## config.mk

```make
export PLATFORM = sky130hd
export DESIGN_NAME = pin_lock_ctrl
export DESIGN_NICKNAME = d
export VERILOG_FILES = /design/src/rtl/pin_lock_ctrl.sv
export SDC_FILE = /design/constraint.sdc
export NUM_CORES = 1
export LEC_CHECK = 0
export CORE_UTILIZATION = 55
export CTS_CLUSTER_SIZE = 8
export DETAILED_ROUTE_END_ITERATION = 8
export PLACE_DENSITY = 0.75
export SLEW_MARGIN = 40
export SYNTH_ARGS = -nofsm -noshare
export SYNTH_HDL_FRONTEND = slang
export SYNTH_SLANG_ARGS = --single-unit
```

## constraint.sdc

```tcl
create_clock -name clk -period 4.3 [get_ports clk]
set_input_delay 0.86 -clock clk [delete_from_list [all_inputs] [get_ports clk]]
set_output_delay 0.86 -clock clk [all_outputs]
set_load 0.05 [all_outputs]
```

## src/rtl/pin_lock_ctrl.sv

```systemverilog
// PIN-lock sequencing controller: collects keypad digits, checks them against a
// programmable PIN, tracks failures and lockout. Optional macro: PIN_LOCK_TIMEOUT_EN.
//
// state   | meaning
// IDLE    | waiting for the first digit of a code
// ENTRY   | collecting the remaining code digits
// CHECK   | one-cycle compare of entered code against stored PIN
// OPEN    | unlocked, unlock window timer running
// LOCKOUT | too many failures, timed refusal of all input
// PROG    | collecting a new PIN while the window is frozen
module pin_lock_ctrl #(
   parameter int PIN_LEN           = 4,
   parameter int DIGIT_W           = 4,
   parameter int MAX_FAILS         = 3,
   parameter int UNLOCK_CYC        = 500,
   parameter int LOCKOUT_CYC       = 1000,
   parameter logic [PIN_LEN*DIGIT_W-1:0] DEFAULT_PIN = 16'h1234,
   parameter int ENTRY_TIMEOUT_CYC = 200,
   localparam int FC_W             = $clog2(MAX_FAILS+1)
) (
   input  logic               clk,
   input  logic               rst_n,
   input  logic               key_valid,
   input  logic [DIGIT_W-1:0] key_digit,
   output logic               key_ready,
   input  logic               prog_en,
   input  logic               relock,
   output logic               unlocked,
   output logic               locked_out,
   output logic               err_pulse,
   output logic [FC_W-1:0]    fail_cnt,
   output logic [2:0]         state_o
);

   localparam int CODE_W  = PIN_LEN*DIGIT_W;
   localparam int CNT_W   = $clog2(PIN_LEN+1);
   localparam int TMR_MAX = (UNLOCK_CYC > LOCKOUT_CYC) ? UNLOCK_CYC : LOCKOUT_CYC;
   localparam int TMR_W   = $clog2(TMR_MAX+1);

   typedef enum logic [2:0] {
      S_IDLE    = 3'd0,
      S_ENTRY   = 3'd1,
      S_CHECK   = 3'd2,
      S_OPEN    = 3'd3,
      S_LOCKOUT = 3'd4,
      S_PROG    = 3'd5
   } state_t;

   state_t              state_q;
   logic [CODE_W-1:0]   pin_q;
   logic [CODE_W-1:0]   shift_q;
   logic [CNT_W-1:0]    cnt_q;
   logic [TMR_W-1:0]    tmr_q;
   logic [FC_W-1:0]     fail_q;

   logic                accept;
   logic                last_digit;
   logic                mismatch;
   logic                tmo_expire;
   logic [CODE_W-1:0]   shift_nxt;
   logic [FC_W-1:0]     fail_inc;

   assign key_ready  = (state_q == S_IDLE) || (state_q == S_ENTRY) || (state_q == S_PROG);
   // A digit offered together with relock is dropped.
   assign accept     = key_valid && key_ready && !relock;
   assign shift_nxt  = (shift_q << DIGIT_W) | CODE_W'(key_digit);
   assign last_digit = (cnt_q == CNT_W'(PIN_LEN-1));
   assign mismatch   = (shift_q != pin_q);
   assign fail_inc   = (fail_q == FC_W'(MAX_FAILS)) ? fail_q : fail_q + FC_W'(1);

`ifdef PIN_LOCK_TIMEOUT_EN
   localparam int TO_W = $clog2(ENTRY_TIMEOUT_CYC+1);
   logic [TO_W-1:0] tmo_q;
   logic            prog_start;

   assign prog_start = (state_q == S_OPEN) && prog_en && !relock && (tmr_q > TMR_W'(1));
   assign tmo_expire = ((state_q == S_ENTRY) || (state_q == S_PROG)) &&
                       (tmo_q <= TO_W'(1)) && !accept && !relock;

   always_ff @(posedge clk) begin
      if (!rst_n) begin
         tmo_q <= '0;
      end else if (accept || prog_start) begin
         tmo_q <= TO_W'(ENTRY_TIMEOUT_CYC);
      end else if (((state_q == S_ENTRY) || (state_q == S_PROG)) && (tmo_q != '0)) begin
         tmo_q <= tmo_q - TO_W'(1);
      end
   end
`else
   // No inter-digit timeout in this build; the parameter is only referenced here.
   assign tmo_expire = (ENTRY_TIMEOUT_CYC < 0);
`endif

   assign err_pulse  = ((state_q == S_CHECK) && mismatch) || tmo_expire;
   assign unlocked   = (state_q == S_OPEN);
   assign locked_out = (state_q == S_LOCKOUT);
   assign fail_cnt   = fail_q;
   assign state_o    = state_q;

   always_ff @(posedge clk) begin
      if (!rst_n) begin
         state_q <= S_IDLE;
         pin_q   <= DEFAULT_PIN;
         shift_q <= '0;
         cnt_q   <= '0;
         tmr_q   <= '0;
         fail_q  <= '0;
      end else begin
         case (state_q)
            S_IDLE: begin
               if (accept) begin
                  shift_q <= shift_nxt;
                  cnt_q   <= CNT_W'(1);
                  state_q <= (PIN_LEN == 1) ? S_CHECK : S_ENTRY;
               end
            end
            S_ENTRY: begin
               if (relock || tmo_expire) begin
                  cnt_q   <= '0;
                  state_q <= S_IDLE;
               end else if (accept) begin
                  shift_q <= shift_nxt;
                  cnt_q   <= cnt_q + CNT_W'(1);
                  if (last_digit) state_q <= S_CHECK;
               end
            end
            S_CHECK: begin
               cnt_q <= '0;
               if (!mismatch) begin
                  fail_q  <= '0;
                  tmr_q   <= TMR_W'(UNLOCK_CYC);
                  state_q <= S_OPEN;
               end else begin
                  fail_q <= fail_inc;
                  if (fail_inc == FC_W'(MAX_FAILS)) begin
                     tmr_q   <= TMR_W'(LOCKOUT_CYC);
                     state_q <= S_LOCKOUT;
                  end else begin
                     state_q <= S_IDLE;
                  end
               end
            end
            S_OPEN: begin
               if (relock || (tmr_q <= TMR_W'(1))) begin
                  state_q <= S_IDLE;
               end else begin
                  tmr_q <= tmr_q - TMR_W'(1);
                  if (prog_en) begin
                     cnt_q   <= '0;
                     state_q <= S_PROG;
                  end
               end
            end
            S_PROG: begin
               if (relock || tmo_expire) begin
                  cnt_q   <= '0;
                  state_q <= S_IDLE;
               end else if (accept) begin
                  shift_q <= shift_nxt;
                  cnt_q   <= cnt_q + CNT_W'(1);
                  if (last_digit) begin
                     pin_q   <= shift_nxt;
                     cnt_q   <= '0;
                     tmr_q   <= TMR_W'(UNLOCK_CYC);
                     state_q <= S_OPEN;
                  end
               end
            end
            S_LOCKOUT: begin
               if (tmr_q <= TMR_W'(1)) begin
                  fail_q  <= '0;
                  state_q <= S_IDLE;
               end else begin
                  tmr_q <= tmr_q - TMR_W'(1);
               end
            end
            default: state_q <= S_IDLE;
         endcase
      end
   end

endmodule

```

==> reports/metrics.cfg <==
[status]
status = finished, final reports clean

[sta]
tightest_slew_ps = 574.5
finClkSkew_ps = 6.154
finalSetupTns_ps = 0
period_needed_ps = 3282
post-route-period-util_pct = 76.33
hold_violations = 0
setup_viol = 0
finalWorstSetupSlack_ps = 1018
drv_slew = 0
maxSlewHeadroom_pct = 61.40
fmax_mhz = 304.7
rsz0062_at_grt = false

[die]
die_height_microns = 71.45
fp.dieW_microns = 71.45
fp.coreArea_sq_um = 4504
io_pins = 18
initial_core_util_pct = 58.89
die-area_sq_um = 5104
placement_rows = 24

[power_and_ir_drop]
p_int_mw = 0.9725
power.density_nw_per_um2 = 574.1
p_sw_mw = 0.6926
peakVddDrop_mv = 0.2615
sw_frac_of_total_pct = 41.59
comb_power_share_pct = 43.2
p_leak_nw = 0.9942
pwr-share-seq_pct = 37.1
power.share.clock_pct = 19.7

[global_routing]
first_global_vias = 1977
grt_pass1_wl_microns = 8811
grt_max_degree = 31
gr-usage-all-layers_pct = 21.72
antenna_found_initial = 0
overflow = 0

[worst_hold_path]
hold_start = cnt_q[1]
min_path_cells = 2
hp-class = reg2reg
holdPathEnd = cnt_q[1]

[clocking]
clk_latency_ps = 300
cts_made_buffers = 5
cts_tree = yes
cts.path.max_buffers = 2
cts-htree-levels = 2
cts.sinks = 50
cts_setup_buffers = 0
clk_pin_slew_ps = 90
cts_hold_buf = 0
root_buffer = clkbuf_8
ctsResizeCount = 0

[synth]
synthCells = 294
ys_seq_area_share_pct = 37.74
synth_area_per_cell_sq_um = 9.022
yosys_warnings = 0
yosys.cell_types.count = 52
synth-async-reset-ratio_pct = 0
synth-edff-count = 0
ys.flop_type = dfxtp_1
synth_seq_cells = 50
synth_area_leader_cell = dfxtp_1
synth_top_area_share_pct = 37.74
synthTopCellsByArea = dfxtp_1, mux2i_1, nor2_1
syn-cell-area_sq_um = 2653
synth_fp_nets = 308

[placement]
pre_cts_slack_ps = 1371
placed_cell_area_sq_um = 2790
dp_hpwl_microns = 3484
gp_congestion = 0.8084
io_buffer_count = 17

[detailed_routing]
detail-route-antenna-nets = 0
dr.pass1.iters = 4
viasPerCell = 5.740
drt_iter0_markers = 134
wl_per_cell_microns = 14.11
drc = 0
wl_microns = 5052
vias = 2055

[critical_path]
r2r-start = state_o[2]
timing.rr.end = tmr_q[1]
regToRegSetupSlack_ps = 2140
critPathKind = reg2out
worst-endpoint-required_ps = 3440
reg2reg_depth = 6
cp_max_fo = 14
crit_path_end_kind = output port
worst-endpoint-arrival_ps = 2420
cp-start-kind = register

[layout]
design_area_sq_um = 2900
multi_input_area_sq_um = 1498
antennaDiodeCount = 0
syn_to_final_growth_pct = 9.340
fillers = 385
drive_above_1_share_pct = 8.497
seqCellArea_sq_um = 1001
nets = 319

[job]
max-cap-violations = 0

## per-stage QoR
| step | utilization (%) | hold WS, ps | power [mW] | std cells |
|---|---|---|---|---|
| 2_1_floorplan | - | 435.6 | 1.199 | 294 |
| 3_3_place_gp | 61.94 | 446.7 | 1.327 | 350 |
| 3_5_place_dp | 61.94 | 453.7 | 1.344 | 350 |
| 4_1_cts | 64.39 | 464.7 | 1.674 | 358 |
| 5_1_grt | 64.39 | 490.8 | 1.775 | 358 |
| 6_report | 64.39 | 461.2 | 1.665 | 358 |
## synthesized netlist by cell type (all sizes together), types with 2 or more instances
cell	count
o22ai	2
nand3	5
o21ai	5
o2111ai	3
a21oi	13
a31oi	2
nor3	12
o31ai	9
ha	5
o21a	2
nor4	3
and2	4
xnor2	17
a311oi	3
dfxtp	50
or3	3
nand4	4
buf	11
nor2	51
inv	9
nand2	24
clkbuf	5
mux2i	33
nor2b	3
## sequential cells by signal (all words and copies together) (netlist names)
signal / cells
pin_q: 16
shift_q: 16
tmr_q: 10
cnt_q: 3
state_o: 3
fail_cnt: 2
## cell families (layout without fill, tap and decap cells)
logic type      after synthesis  after routing  synth area share, %
xor+xnor                     17             17                5.613
mux                          33             33                12.45
simple gates                116            116                21.56
buf+inv                      25             37                5.802
fa+ha+maj                     5              5                2.358
compound gates               48             48                14.48
flops                        50             50                37.74
## final cells by class
class / instances / area share, %
multi-input combinational: 219 / 51.64
sequential: 50 / 34.51
timing repair buffer: 20 / 6.644
clock buffer: 6 / 2.502
tap: 52 / 2.243
clock inverter: 2 / 1.294
inverter: 9 / 1.165
## worst max-delay path, cell delays in order, from the launching register on
cell and delay, ps:
dfxtp_1 630, nor2b_1 360, nand2_1 140, nor2_1 170
clkdlybuf4s50_1 820
## worst max-delay path by stage
stage | start | end | cells past startpoint
5_1_grt | state_o[1] | err_pulse | 4
3_5_place_dp | state_o[1] | err_pulse | 4
3_3_place_gp | state_o[1] | err_pulse | 4
4_1_cts | state_o[1] | err_pulse | 4
6_report | state_o[1] | err_pulse | 4
2_1_floorplan | state_o[1] | err_pulse | 3
## routing by layer
metal	track usage (%)	vias up	share of wire, %
li1	-	1054	-
met2	37.35	40	47
met4	8.000	0	1.6
met3	4.501	9	3.4
met1	26.89	952	48
met5	0	-	0
## power groups by stage
stage	logic (mW)	clock network, mW	registers, mW
after global placement	0.703	0	0.624
after CTS	0.720	0.337	0.618
after floorplan	0.562	0	0.637
final	0.720	0.327	0.618
after detailed placement	0.715	0	0.628
after global routing	0.791	0.354	0.630
## layout by cell type (no fill, tap or decap), drive strengths merged, types with 2 or more instances in the layout
master	count
a21oi	13
a31oi	2
nand3	5
nor2	51
and2	4
o21ai	5
buf	3
nor3	12
inv	9
xnor2	17
mux2i	33
dfxtp	50
clkbuf	6
nand2	24
o2111ai	3
nand4	4
clkdlybuf4s50	17
nor2b	3
o21a	2
nor4	3
ha	5
o22ai	2
a311oi	3
o31ai	9
or3	3
No activity file was read; power rests on OpenSTA's default activity.
